[src/rtl/fifo_pkg.sv]
// rtl/fifo_pkg.sv - shared constants, state type and byte-enable helper for the FIFO read packer
package fifo_pkg;
    localparam int BW        = 8;
    localparam int MAX_BYTES = 8;

    typedef enum logic [1:0] {RUN, DRAIN, EMIT} pk_state_t;

    // Mask with the low n bits set; n ranges 0..MAX_BYTES.
    function automatic logic [MAX_BYTES-1:0] be_mask(input int unsigned n);
        logic [MAX_BYTES:0] m;
        m = ((MAX_BYTES+1)'(1) << n) - (MAX_BYTES+1)'(1);
        return m[MAX_BYTES-1:0];
    endfunction
endpackage

[src/rtl/fifo_rd_packer.sv]
// rtl/fifo_rd_packer.sv - pops bytes from the FIFO and packs them little-endian into output words
module fifo_rd_packer
    import fifo_pkg::*;
#(
    parameter int BYTES = 4,
    parameter int BW    = fifo_pkg::BW
) (
    input  logic                clk,
    input  logic                rst,
    input  logic                fifo_empty,
    input  logic                fifo_wr_active,
    input  logic [BW-1:0]       fifo_rdata,
    output logic                fifo_re,
    input  logic                flush,
    output logic                flush_done,
    output logic                out_valid,
    input  logic                out_ready,
    output logic [BYTES*BW-1:0] out_data,
    output logic [BYTES-1:0]    out_be
);
    localparam int            CW   = $clog2(BYTES + 1);
    localparam logic [CW-1:0] FULL = CW'(BYTES);

    pk_state_t            state;
    pk_state_t            state_next;
    logic [CW-1:0]        cnt;
    logic [CW-1:0]        cnt_cap;
    logic                 rd_pend;
    logic                 rd_fire;
    logic [BYTES*BW-1:0]  acc;
    logic [BYTES*BW-1:0]  acc_cap;
    logic                 slot_free;
    logic                 word_load;
    logic                 emit_load;
    logic                 flush_done_next;
    logic                 run_reads;
    logic [MAX_BYTES-1:0] be_part;

    // Count including the byte landing this cycle, so a full word can leave in its fill cycle.
    assign cnt_cap   = cnt + CW'(rd_pend);
    assign slot_free = !out_valid || out_ready;
    assign word_load = (cnt_cap == FULL) && slot_free;
    assign be_part   = be_mask(32'(cnt));

    // Reads only when the accumulator has room for the byte in flight plus this one.
    assign fifo_re = rst && run_reads && !fifo_empty && (cnt_cap < FULL);
    // The FIFO drops a read that collides with an accepted write, so such a read is retried.
    assign rd_fire = fifo_re && !fifo_empty && !fifo_wr_active;

    // Merge the returning byte into lane cnt.
    always_comb begin
        acc_cap = acc;
        for (int i = 0; i < BYTES; i++) begin
            if (rd_pend && cnt == CW'(i)) begin
                acc_cap[i*BW +: BW] = fifo_rdata;
            end
        end
    end

    // Flush sequencing: stop reading, let the in-flight byte and full words settle, then emit the remainder.
    always_comb begin
        state_next      = state;
        flush_done_next = 1'b0;
        emit_load       = 1'b0;
        run_reads       = 1'b0;
        case (state)
            RUN: begin
                run_reads = 1'b1;
                if (flush) begin
                    state_next = DRAIN;
                end
            end
            DRAIN: begin
                if (!rd_pend && cnt < FULL) begin
                    if (cnt == '0) begin
                        flush_done_next = 1'b1;
                        state_next      = RUN;
                    end else begin
                        state_next = EMIT;
                    end
                end
            end
            EMIT: begin
                if (slot_free) begin
                    emit_load       = 1'b1;
                    flush_done_next = 1'b1;
                    state_next      = RUN;
                end
            end
            default: state_next = RUN;
        endcase
    end

    // State register.
    always_ff @(posedge clk) begin
        if (!rst) begin
            state <= RUN;
        end else begin
            state <= state_next;
        end
    end

    // Accumulator and output register; acc is cleared on every load so unused lanes of a partial word read 0.
    always_ff @(posedge clk) begin
        if (!rst) begin
            cnt        <= '0;
            rd_pend    <= 1'b0;
            acc        <= '0;
            out_valid  <= 1'b0;
            out_data   <= '0;
            out_be     <= '0;
            flush_done <= 1'b0;
        end else begin
            rd_pend    <= rd_fire;
            flush_done <= flush_done_next;
            if (out_valid && out_ready) begin
                out_valid <= 1'b0;
            end
            if (word_load) begin
                out_data  <= acc_cap;
                out_be    <= '1;
                out_valid <= 1'b1;
                cnt       <= '0;
                acc       <= '0;
            end else if (emit_load) begin
                out_data  <= acc;
                out_be    <= be_part[BYTES-1:0];
                out_valid <= 1'b1;
                cnt       <= '0;
                acc       <= '0;
            end else begin
                cnt <= cnt_cap;
                acc <= acc_cap;
            end
        end
    end
endmodule

[config.mk]
export PLATFORM = sky130hd
export DESIGN_NAME = fifo_rd_packer
export DESIGN_NICKNAME = d
export VERILOG_FILES = /design/src/rtl/fifo_pkg.sv /design/src/rtl/fifo_rd_packer.sv
export SDC_FILE = /design/constraint.sdc
export NUM_CORES = 1
export LEC_CHECK = 0
export CAP_MARGIN = 10
export CORE_ASPECT_RATIO = 1.25
export CORE_MARGIN = 1.5
export CORE_UTILIZATION = 50
export DETAILED_ROUTE_END_ITERATION = 16
export PLACE_DENSITY_LB_ADDON = 0.15
export SLEW_MARGIN = 15
export SYNTH_ARGS = -nofsm -noshare
export SYNTH_HDL_FRONTEND = slang
export SYNTH_SLANG_ARGS = --single-unit
[constraint.sdc]
create_clock -name clk -period 3.7 [get_ports clk]
set_clock_uncertainty 0.2 [all_clocks]
set_input_delay 0.74 -clock clk [delete_from_list [all_inputs] [get_ports clk]]
set_output_delay 0.74 -clock clk [all_outputs]
set_load 0.02 [all_outputs]
# After elaboration in Yosys (flattened, before gate mapping)
# Cells that the tools add are included.
# op_classes
n_lt_le_gt_ge,2
bitwise_logic,1
shift,1
reduce_logical,23
n_mux,22
n_addsub,2
eq_ne,9
# ops
op,n
$mux 32,2
$mux 8,4
$logic_and 1x1->1,12
$mux 1,8
$mux 2,4
$mux 4,2
$eq 3x2->1 const B,2
$lt 3x3->1 const B,2
$ne 2x2->1 const B,3
$pmux 2 s3,1
$logic_not 1->1,4
$shl 1x3->4 const A,1
$sub 4x2->4 const B,1
$add 3x1->3,1
$eq 3x1->1 const B,1
$eq 3x3->1 const B,1
$logic_not 3->1,1
$reduce_and 3->1,1
$reduce_bool 3->1,1
$reduce_or 3->1,1
$eq 2x1->1 const B,1
$eq 2x2->1 const B,1
$logic_not 2->1,1
$pmux 1 s2,1
3 further kinds,3
# totals
reg_bits,76
output_inout_bits,39
input_bits,14

# Logic depth before layout (Yosys ltp)
# depth
depth_word,7
ltp_mapped,8
mapped_depth_nobuf,6

# Worst setup path before layout
# OpenSTA, ideal clock, no wires.
# synth_timing
path_kind,register to output
start,register rd_pend
end,output port fifo_re
path_slack_ns,1.509
n_path_buf,0
stages_incl_launch_ff,5
arrival_ns,1.251
cell_sequence,dfxtp_1 -> ha_1 -> ha_1 -> xnor2_1 -> and4b_1
# synth_between
elab_chain_cells,3
# synth_lines
element,line_no,source
start: declaration,fifo_rd_packer.sv:28,logic rd_pend;
start signal: assignment,fifo_rd_packer.sv:114,rd_pend <= rd_fire;
$add 3x1->3,fifo_rd_packer.sv:40,assign cnt_cap = cnt + CW'(rd_pend);
$lt 3x3->1,fifo_rd_packer.sv:46,assign fifo_re = rst && run_reads && !fifo_empty && (cnt_cap < FULL);
$logic_and 1x1->1,fifo_rd_packer.sv:46,
end: declaration,fifo_rd_packer.sv:13,"output logic fifo_re,"
# No other way between the ends.

# Final worst setup path
# layout_timing
start,register cnt[0]
end,output port fifo_re
# layout_between
elab_chain_cells,3
# layout_lines
element,line_no,source
start: declaration,fifo_rd_packer.sv:26,logic [CW-1:0] cnt;
start signal: assignment,fifo_rd_packer.sv:132,cnt <= cnt_cap;
$add 3x1->3,fifo_rd_packer.sv:40,
$lt 3x3->1,fifo_rd_packer.sv:46,
$logic_and 1x1->1,fifo_rd_packer.sv:46,
# No other way between the ends.

==> metrics <==
outcome=finished, final reports clean; Worst-Skew Late Latency=330 ps; diodes inserted=0; via/cell ratio=5.42; Synth Instances=277; Clock Tree Root=clkbuf_8; Synth cell types=34; all-layer global routing usage=0.211; number of hold buffers added after cts=0; Die W=72.9 um; Tcrit/Tclk final=0.877; most common cell in the netlist=dfxtp_1; Synth top area share=0.499; crit start category=flip-flop; IR drop worst, VDD=0.359 mV; Post-route DRC=0; EDFF count, synth=0; setup TNS=0 ps; Synth Cell Area=3050 um2; largest net degree at the start of global routing=34; Worst R2R Path Depth=6; remaining antenna violation count=0; kind of critical path=flip-flop to output port; CTS sink count=76; Crit. End Element=output port; final core utilization=0.650; slew margin rel.=0.579; # port buffers=52; Crit Path Max Fanout=8; hold_ws=287 ps; dpl hpwl=4270 um; fmax=308 MHz; Initial Util=0.521; commonest cells in the netlist=dfxtp_1 (76), mux2i_1 (68), nor2_1 (34); Hold WC Path Type=flip-flop to flip-flop; Filler cells=497; Ys Warns=0; WHS Path Cells=2; Synth area leader=dfxtp_1; DR pass1 iterations=4; routed length per placed instance=16.1 um; Clock transition at path regs=80 ps; Pwr Density=426 nW/um2; leakage=1.63 nW; Primary FF master, synth=dfxtp_1; H-tree levels=3; Layout Nets=344; Iter 0 DRT Violations=97; flops & latches, synth=76; RSZ-0062 raised after global routing=no; Worst Path Required=2760 ps; via count=2224; asr flop ratio synth=0; first-pass GRT wire length=10600 um; site row count=31; syn nets=297; crit path time final=3240 ps; Detailed Route WL=6620 um; Max Slew Vio Count=0; Worst Tran Pin Value=629 ps; worst endpoint data arrival time=2300 ps; Syn Area/Cell=11.0 um2; Max Buffers Root-to-Sink=2; vias in the first global route=2086; synthesis-to-finish area growth=24.8%; share of layout cells above drive strength 1=0.0793; GPL Wtd Cong=0.766; Max-Cap Viols=0; post-CTS resize count=0; post-CTS setup buffer count=0; Die Y=90.3 um; CTS tree=built; initial antenna violation count=0; Core ar.=5860 um2; TritonCTS buffer count=9; sequential-to-total area share from yosys stat=0.499; Setup Viol. Count Final=0; most area-consuming cells after synthesis=dfxtp_1 (50%), mux2i_1 (22%), o22ai_1 (6.6%), nor2_1 (4.2%), ha_1 (2.5%); final hold vios=0; GRT overflow=0; I/O pin total=53; die area=6580 um2
[placed cells by master, fill, tap and decap left out, types with 2 or more instances in the layout]
cell,instances
nor2b_1,3
o22ai_1,32
buf_4,3
clkbuf_8,11
o21ai_0,2
inv_1,3
nor3_4,2
nand2_1,7
and3_1,3
clkdlybuf4s50_1,52
ha_1,6
nor2_1,34
a21oi_1,2
dfxtp_1,76
bufinv_16,2
mux2i_1,68
a21boi_0,3
[path summary, 6_finish.rpt]
check	start	endpoint	slack, ps
worst min-delay path	state[0]$_SDFFE_PN0P_	state[0]$_SDFFE_PN0P_	290
worst min register to register	state[0]$_SDFFE_PN0P_	state[0]$_SDFFE_PN0P_	290
worst max-delay path	cnt[0]$_SDFF_PP0_	fifo_re	460
worst max register to register	cnt[0]$_SDFF_PP0_	acc[18]$_SDFF_PP0_	1120
[power by group]
part	switching, mW	internal (mW)
Clock	0.283	0.412
Combinational	0.0536	0.0400
Sequential	0.00687	0.826
[sequential cells by signal, indices dropped and copies added (netlist names)]
name / cells
acc: 32
out_data: 32
out_be: 4
cnt: 3
state: 2
flush_done: 1
out_valid: 1
rd_pend: 1
[worst max-delay path, stage by stage (launching register included)]
cell             delay (ps)
dfxtp_1                 400
ha_1                    240
ha_1                    180
xnor2_1                 290
and4b_1                 250
clkdlybuf4s50_1         600
[layer usage]
layer  track usage  part of all wire
met4        0.0755             0.013
met2         0.331              0.48
met3        0.0346             0.033
met5             0                 0
met1         0.291              0.47
[final cells by class]
class	instances	area [um2]	share of cell area
multi-input combinational	178	1390	0.364
sequential	76	1520	0.399
clock inverter	4	72.6	0.0191
tap	82	103	0.0269
inverter	3	11.3	0.00296
timing repair buffer	56	563	0.148
clock buffer	11	151	0.0398
[through the flow]
stage / total power [mW] / instances / area [um2] / setup slack (ps)
after floorplan: 0.911 / 277 / 3050 / 1510
after global placement: 0.944 / 395 / 3580 / 745
after detailed placement: 0.945 / 395 / 3580 / 732
after CTS: 1.64 / 410 / 3810 / 442
after global routing: 1.68 / 410 / 3810 / 323
final: 1.62 / 410 / 3810 / 456
[cell families (layout without fill, tap and decap cells)]
group	after synthesis	count (layout)	share of synthesized area
adders and majority gates	6	6	0.0246
and+or+nand+nor	59	59	0.109
buffers and inverters	23	74	0.0480
xor gates and xnor gates	1	1	0.00287
DFF	76	76	0.499
muxes	68	68	0.223
AOI/OAI and AO/OA	44	44	0.0943
Power figures use the tool's default switching activity.
